### config.mk
export PLATFORM = sky130hd
export DESIGN_NAME = spike_synapse
export DESIGN_NICKNAME = d
export VERILOG_FILES = /design/src/rtl/snn_pkg.sv /design/src/rtl/syn_weight_bank.sv /design/src/rtl/spike_synapse.sv
export SDC_FILE = /design/constraint.sdc
export NUM_CORES = 1
export LEC_CHECK = 0
export ABC_AREA = 1
export CELL_PAD_IN_SITES_DETAIL_PLACEMENT = 1
export CELL_PAD_IN_SITES_GLOBAL_PLACEMENT = 2
export CORE_UTILIZATION = 30
export DETAILED_ROUTE_END_ITERATION = 6
export PLACE_DENSITY_LB_ADDON = 0.1
export SLEW_MARGIN = 30
export SYNTH_ARGS = -nofsm -noshare
export SYNTH_HDL_FRONTEND = slang
export SYNTH_SLANG_ARGS = --single-unit
### constraint.sdc
create_clock -name clk -period 5.7 [get_ports clk]
set_input_delay 1.14 -clock clk [delete_from_list [all_inputs] [get_ports clk]]
set_output_delay 1.14 -clock clk [all_outputs]
set_load 0.005 [all_outputs]
### src/rtl/snn_pkg.sv
// Shared types and constants for the spiking-neuron front end.
package snn_pkg;

  localparam int unsigned CUR_W = 8;
  localparam int unsigned W_W   = 8;
  localparam logic [CUR_W-1:0] CUR_MAX = 8'd255;

  typedef enum logic {
    SYN_RUN,
    SYN_LOAD
  } syn_state_t;

endpackage

### src/rtl/syn_weight_bank.sv
// Synaptic weight registers with an auto-incrementing byte loader.
module syn_weight_bank
  import snn_pkg::*;
#(
  parameter int unsigned N_IN = 4
) (
  input  logic                  clk,
  input  logic                  rst_n,
  input  logic                  i_start,
  input  logic                  i_we,
  input  logic [W_W-1:0]        i_data,
  output logic [N_IN*W_W-1:0]   o_weights,
  output logic                  o_last
);

  localparam int unsigned AW = (N_IN > 1) ? $clog2(N_IN) : 1;

  logic [AW-1:0]        r_addr;
  logic [N_IN*W_W-1:0]  r_weights;

  assign o_last    = (r_addr == AW'(N_IN - 1));
  assign o_weights = r_weights;

  // Load address restarts on a new load; each accepted beat writes one weight and advances.
  always_ff @(posedge clk) begin
    if (!rst_n) begin
      r_addr    <= '0;
      r_weights <= '0;
    end else if (i_start) begin
      r_addr <= '0;
    end else if (i_we) begin
      for (int i = 0; i < int'(N_IN); i++) begin
        if (r_addr == AW'(i)) begin
          r_weights[i*W_W +: W_W] <= i_data;
        end
      end
      // Wrap explicitly so non-power-of-two N_IN never leaves the valid range.
      r_addr <= o_last ? '0 : r_addr + AW'(1);
    end
  end

endmodule

### src/rtl/spike_synapse.sv
// Synaptic front end: weighted spike sum into a decaying, saturating 8-bit current.
module spike_synapse
  import snn_pkg::*;
#(
  parameter int unsigned N_IN        = 4,
  parameter int unsigned DECAY_SHIFT = 1
) (
  input  logic              clk,
  input  logic              rst_n,
  input  logic [N_IN-1:0]   i_spikes,
  input  logic              i_cfg_start,
  input  logic              i_cfg_valid,
  input  logic [W_W-1:0]    i_cfg_data,
  output logic              o_cfg_ready,
  output logic              o_busy,
  output logic [CUR_W-1:0]  o_current,
  output logic              o_sat,
  output logic              o_dropped
);

  localparam int unsigned SUM_W = W_W + $clog2(N_IN);
  localparam int unsigned NXT_W = SUM_W + 1;

  syn_state_t           r_state;
  syn_state_t           w_state_d;
  logic [CUR_W-1:0]     r_current;
  logic                 r_sat;
  logic                 r_dropped;

  logic                 w_load;
  logic                 w_accept;
  logic                 w_start;
  logic                 w_last;
  logic [N_IN*W_W-1:0]  w_weights;
  logic [SUM_W-1:0]     w_sum;
  logic [CUR_W-1:0]     w_decayed;
  logic [NXT_W-1:0]     w_nxt;
  logic                 w_clip;

  assign w_load   = (r_state == SYN_LOAD);
  assign w_accept = w_load & i_cfg_valid;
  assign w_start  = (r_state == SYN_RUN) & i_cfg_start;

  syn_weight_bank #(
    .N_IN (N_IN)
  ) u_bank (
    .clk       (clk),
    .rst_n     (rst_n),
    .i_start   (w_start),
    .i_we      (w_accept),
    .i_data    (i_cfg_data),
    .o_weights (w_weights),
    .o_last    (w_last)
  );

  // State register.
  always_ff @(posedge clk) begin
    if (!rst_n) begin
      r_state <= SYN_RUN;
    end else begin
      r_state <= w_state_d;
    end
  end

  // Next state: enter LOAD on start; leave on the last accepted beat.
  always_comb begin
    w_state_d = r_state;
    unique case (r_state)
      SYN_RUN:  if (i_cfg_start) w_state_d = SYN_LOAD;
      SYN_LOAD: if (w_accept && w_last) w_state_d = SYN_RUN;
      default:  w_state_d = SYN_RUN;
    endcase
  end

  // Weighted spike sum plus decayed current; sum width is wide enough never to overflow.
  always_comb begin
    w_sum = '0;
    for (int i = 0; i < int'(N_IN); i++) begin
      if (i_spikes[i]) begin
        w_sum = w_sum + SUM_W'(w_weights[i*W_W +: W_W]);
      end
    end
    w_decayed = r_current >> DECAY_SHIFT;
    w_nxt     = NXT_W'(w_decayed) + NXT_W'(w_sum);
    w_clip    = (w_nxt > NXT_W'(CUR_MAX));
  end

  // Current integrates in RUN; frozen during LOAD where spikes are only flagged.
  always_ff @(posedge clk) begin
    if (!rst_n) begin
      r_current <= '0;
      r_sat     <= 1'b0;
      r_dropped <= 1'b0;
    end else if (!w_load) begin
      r_current <= w_clip ? CUR_MAX : w_nxt[CUR_W-1:0];
      r_sat     <= w_clip;
    end else begin
      r_sat <= 1'b0;
      if (|i_spikes) r_dropped <= 1'b1;
    end
  end

  assign o_cfg_ready = w_load;
  assign o_busy      = w_load;
  assign o_current   = r_current;
  assign o_sat       = r_sat;
  assign o_dropped   = r_dropped;

endmodule

==> results of run 1 <==
-- metrics by stage --
stage          instance area, µm²  total power (W)
2_1_floorplan                3590         0.000425
5_1_grt                      4980         0.000900
4_1_cts                      4690         0.000856
3_5_place_dp                 4450         0.000504
3_3_place_gp                 4450         0.000501
6_report                     4980         0.000852
-- synth_stat cells --
cell / count
a211oi_1: 2
nand4_1: 11
o21a_1: 1
inv_1: 56
nand2_2: 10
o21ai_1: 1
o21ai_2: 3
o21ai_0: 29
a21o_1: 3
nand3b_1: 2
o22ai_2: 1
dfxtp_1: 45
o211ai_1: 3
buf_6: 1
nand3_1: 45
nor2_2: 1
inv_2: 1
clkinv_1: 3
buf_1: 2
nor2_1: 54
clkbuf_1: 12
nand4_2: 1
nor3_1: 1
buf_4: 1
and2_4: 1
a21oi_1: 52
xnor2_1: 4
a31oi_1: 3
nand3_4: 1
nand2_1: 126
nor3_2: 1
ha_1: 36
fa_1: 4
o21bai_1: 2
or2_2: 6
nand3_2: 2
xor2_1: 10
nand2_4: 2
-- worst max path at each step --
stage / end / cells past startpoint / from / slack (ns)
global placement: o_current[7] / 34 / i_spikes[0] / -0.62
finish: o_current[7] / 30 / i_spikes[0] / 0.29
CTS: o_current[7] / 29 / i_spikes[0] / 0.09
detailed placement: o_current[7] / 32 / i_spikes[0] / -0.63
floorplan: o_current[7] / 29 / i_spikes[0] / 0.18
global route: o_current[7] / 28 / i_spikes[0] / -0.03
-- final cells by class --
type,instances,share of cell area (%)
clock buffer,6,2.59
clock inverter,2,0.779
inverter,60,4.52
multi-input combinational,418,52.6
sequential,45,18.1
tap,143,3.59
timing repair buffer,109,17.9
-- what timing repair did --
item / 4_1_cts / 5_1_grt
setup endpoints to repair: 9 / 9
pin swaps: 9 / 43
hold endpoints to repair: 0 / 0
buffers inserted: 4 / 14
gates resized for setup: 18 / 40
-- layer usage --
metal  GRT usage [%]  wire, µm
met1            26.1      5900
met2            32.0      5300
met3            2.67       234
met4            5.32       138
met5               0         0
-- kinds of logic after synthesis --
group | count (synthesis) | share of synthesized area [%]
compound gates | 100 | 15.3
xor+xnor | 14 | 3.42
fa+ha+maj | 40 | 14.8
buf+inv | 76 | 8.26
flops | 45 | 25.1
simple gates | 264 | 33.1
-- worst max-delay path, delay by kind of cell --
| kind | cells | cell delay [ns] |
|---|---|---|
| adder cells (fa/ha/maj) | 5 | 1.43 |
| AO/OA/AOI/OAI | 8 | 1.18 |
| AND/OR/NAND/NOR | 11 | 1.09 |
| XOR/XNOR | 3 | 0.45 |
| buffers and inverters | 3 | 0.30 |
-- sequential cells by signal, summed over array words and instances, names as in the netlist --
name and flops:
o_current 8, u_bank.r_addr 2, o_dropped 1, o_sat 1, o_busy 1, u_bank.o_weights 32
-- power by group --
| group | switching [W] | internal [W] | total, W |
|---|---|---|---|
| clock network | 0.000133 | 0.000208 | 0.000342 |
| logic | 0.0000902 | 0.0000846 | 0.000175 |
| registers | 0.0000105 | 0.000325 | 0.000336 |
| total | 0.000234 | 0.000618 | 0.000852 |
==> impl_metrics.ini, run 1 <==
[status]
status = finished, violations left
violations = DRC

[worst_setup_path]
reg2reg_to = o_current[7]
cp-end-kind = register
reg2regPathDepth = 29
arrival_ns = 5.60
required_ns = 5.88
crit_top_cell = nand2_1
crit_type = input port to register
crit_fanout = 8
start_kind = input port
slowest_stage = fa_2
cp_slowest_stage_delay_ns = 0.38
r2r_slack_ns = 1.04
r2r-start = u_bank.o_weights[0]

[clock_network]
cts.path.max_buffers = 2
cts_htree_levels = 2
path_clk_slew_ns = 0.07
cts-root-buf = clkbuf_16
cts_tree = done
hold_buffers = 0
cts_buffers = 5
cts_sinks = 45
clk_latency_ns = 0.29

[logic_synthesis]
ys_seq_area_share_pct = 25.1
synth_nets = 595
yosysTopAreaCellShare_pct = 25.1
syn_inst = 539
yosys.cell_types.count = 38
synth_seq_cells = 45
ys_warn_count = 0
yosys-top-cells-area = dfxtp_1 25%, nand2_1 13%, ha_1 13%
syn_area_per_cell_um2 = 6.66
synth_top_area_cell = dfxtp_1
synth.cell_area_um2 = 3590

[sta]
worst_pin_slew_ns = 0.724
period_minus_slack_ns = 5.41
hold_ws_ns = 0.469
worst_clock_skew_ns = 0.00599
drv_slew = 0
layout_setup_ws_ns = 0.286
setup_viol = 0
fin_tns_setup_ns = 0
max_slew_margin_pct = 51.4
min_period_over_period_pct = 95.0
finalHoldViolCount = 0
fmax_mhz = 185

[placement]
placedCellCount = 757
place.gp.congestion = 0.799
dp_hpwl_um = 8950
place_ws_ns = -0.626
portBuffers = 27

[die]
num_io_pins = 28
rows = 39
start_util_pct = 31.2
chipWidth_um = 111
dieHeight_um = 111
die_area_um2 = 12400
core_area_um2 = 11500

[finish]
multiInputGateArea_um2 = 2620
final_cell_mix = 121 x nand2_1, 81 x buf_4, 54 x nor2_1
drive_above_1_share_pct = 25.3
fill_cells = 1445
antenna_cells = 0
fin_cells = 783
layout_commonest_cell = nand2_1
final_core_util_pct = 43.3
syn2layout_area_growth_pct = 38.8
regArea_um2 = 901
nNetsFinal = 695

[drt]
ant_nets = 0
wl_um = 11600
remaining_drc_errors = 2
avgRoutedWirePerCell_um = 14.8
viasPerCell = 4.92
routed-via-count = 3855
firstDrtPassIters = 6
drtIter0Drc = 108

[global_routing]
antenna_found_initial = 0
grt_max_degree = 32
grt_pass1_vias = 3950
grt_pass1_wl_um = 19300
track_usage_pct = 19.2
grt_remaining_overflow = 0

[min_path]
hold_path_end = u_bank.o_weights[12]
whs_path_depth = 2
min_from = u_bank.o_weights[12]
hold_class = register to register

[power]
p_leak_nw = 2.33
vdd_drop_max_mv = 0.101
p_per_area_nw_per_um2 = 171

[job]
drv_cap = 0
Power figures use the tool's default switching activity.
==> inputs of run 2 (changes only) <==
- CAP_MARGIN: unset -> 20
- PLACE_DENSITY: unset -> 0.77
- PLACE_DENSITY_LB_ADDON: 0.1 -> unset
==> run 2 against run 1 <==
Effect of this change: the flow still finishes with violations (DRC); count of clock-buffer cells in the layout unchanged; total power down 0.15%; first-iteration DRC count up 25%; via count up 0.83%; wire length up 2.6%; sequential power about the same; global-route usage up 0.98 points; core utilization down 0.37 points.
==> impl_metrics.ini, run 2 (synthesis results as in run 1) <==
[worst_setup_path]
arrival_ns = 5.71
cp-end-kind = register
critPathBufInv = 12
cp_slowest_stage_delay_ns = 0.52
required_ns = 5.88
slowest_stage = fa_2
crit_family = adder cells
crit_top_cell = buf_4
crit_fanout = 8
start_kind = input port
crit_type = input port to register

[finish]
layout_commonest_cell = nand2_1
largest_register_ffs = 32
fill_cells = 1481
drive_above_1_share_pct = 24.4
nNetsFinal = 699
syn2layout_area_growth_pct = 37.6
antenna_cells = 0
final_core_util_pct = 42.9
fin_cells = 787
final_cell_mix = 118 x nand2_1, 84 x buf_4, 53 x nor2_1

[power]
finalPower_w = 0.000851
power_frac_comb_pct = 20.2
net-switching-power_w = 0.000235
p_seq_share_pct = 39.5
p_leak_nw = 2.34
switching_share_pct = 27.6
p_clk_share_pct = 40.3
p_per_area_nw_per_um2 = 172
vdd_drop_max_mv = 0.0950
internal_power_w = 0.000616

[placement]
dp_hpwl_um = 9060
place.gp.congestion = 0.826
place_ws_ns = -0.718
placedCellCount = 761
portBuffers = 27

[global_routing]
grt_remaining_overflow = 0
grt_max_degree = 32
antenna_found_initial = 0
grt_pass1_wl_um = 20100
grt_pass1_vias = 4131
track_usage_pct = 20.2

[drt]
viasPerCell = 4.94
wl_um = 11900
ant_nets = 0
avgRoutedWirePerCell_um = 15.1
routed-via-count = 3887
drtIter0Drc = 135
remaining_drc_errors = 2
firstDrtPassIters = 6

[status]
status = finished, violations left
violations = DRC

[die]
start_util_pct = 31.2
core_area_um2 = 11500
die_area_um2 = 12400
num_io_pins = 28
rows = 39
chipWidth_um = 111
dieHeight_um = 111

[clock_network]
cts_tree = done
cts_buffers = 5
clk_latency_ns = 0.29
cts_sinks = 45
cts_htree_levels = 2
cts.path.max_buffers = 2
path_clk_slew_ns = 0.07
cts-root-buf = clkbuf_16

[min_path]
hold_class = register to register

[sta]
period_minus_slack_ns = 5.52
finalHoldViolCount = 0
setup_viol = 0
max_slew_margin_pct = 50.9
fmax_mhz = 181
drv_slew = 0
worst_pin_slew_ns = 0.732
layout_setup_ws_ns = 0.178
min_period_over_period_pct = 96.9
fin_tns_setup_ns = 0
worst_clock_skew_ns = 0.00585

[job]
drv_cap = 0
run 2: final timing paths:
kind / start / endpoint / slack (ns) / depth (start not counted)
setup / recovery: i_spikes[0] / o_current[7] / 0.18 / 34
hold / removal: u_bank.o_weights[21] / u_bank.o_weights[21] / 0.47 / 2
setup reg to reg: u_bank.o_weights[0] / o_current[7] / 0.82 / 33
hold reg to reg: u_bank.o_weights[21] / u_bank.o_weights[21] / 0.47 / 2
run 2: through the flow:
stage               hold slack [ns]  cell area, µm²
global route                  0.493            4940
detailed placement            0.456            4490
CTS                           0.467            4830
finish                        0.467            4940
global placement              0.449            4490
floorplan                     0.441            3590
run 2: final cells by class:
type                            instances  area (µm²)  area share [%]
Multi-Input combinational cell        418        2540            51.4
Timing Repair Buffer                  113         927            18.8
Sequential cell                        45         901            18.2
Inverter                               60         228            4.61
Tap cell                              143         179            3.62
Clock buffer                            6         129            2.61
Clock inverter                          2        38.8           0.785
run 2: repair_timing:
item,in CTS,in global routing
pin swaps,14,21
hold buffers,0,0
setup buffers,16,2
setup endpoints to repair,9,9
gates resized for setup,18,32
run 2: routing by layer:
metal	GRT usage [%]	wire length, µm
met4	4.68	110
met2	36.3	5770
met1	25.8	5800
met5	0	0
met3	2.40	181
run 2: worst reg2reg max path: cells and delay by family, from the launching register on:
family	cells	cell delay, ns
AOI/OAI and AO/OA	4	0.56
DFF	1	0.32
and+or+nand+nor	13	1.18
xor gates and xnor gates	1	0.15
adders and majority gates	4	1.40
buffers and inverters	11	1.17
run 2: power groups by stage:
stage	clock [W]	sequential, W	combinational [W]
after global placement	0	0.000343	0.000158
after detailed placement	0	0.000343	0.000163
after global routing	0.000364	0.000337	0.000192
final	0.000343	0.000336	0.000172
after CTS	0.000352	0.000336	0.000170
after floorplan	0	0.000340	0.0000845
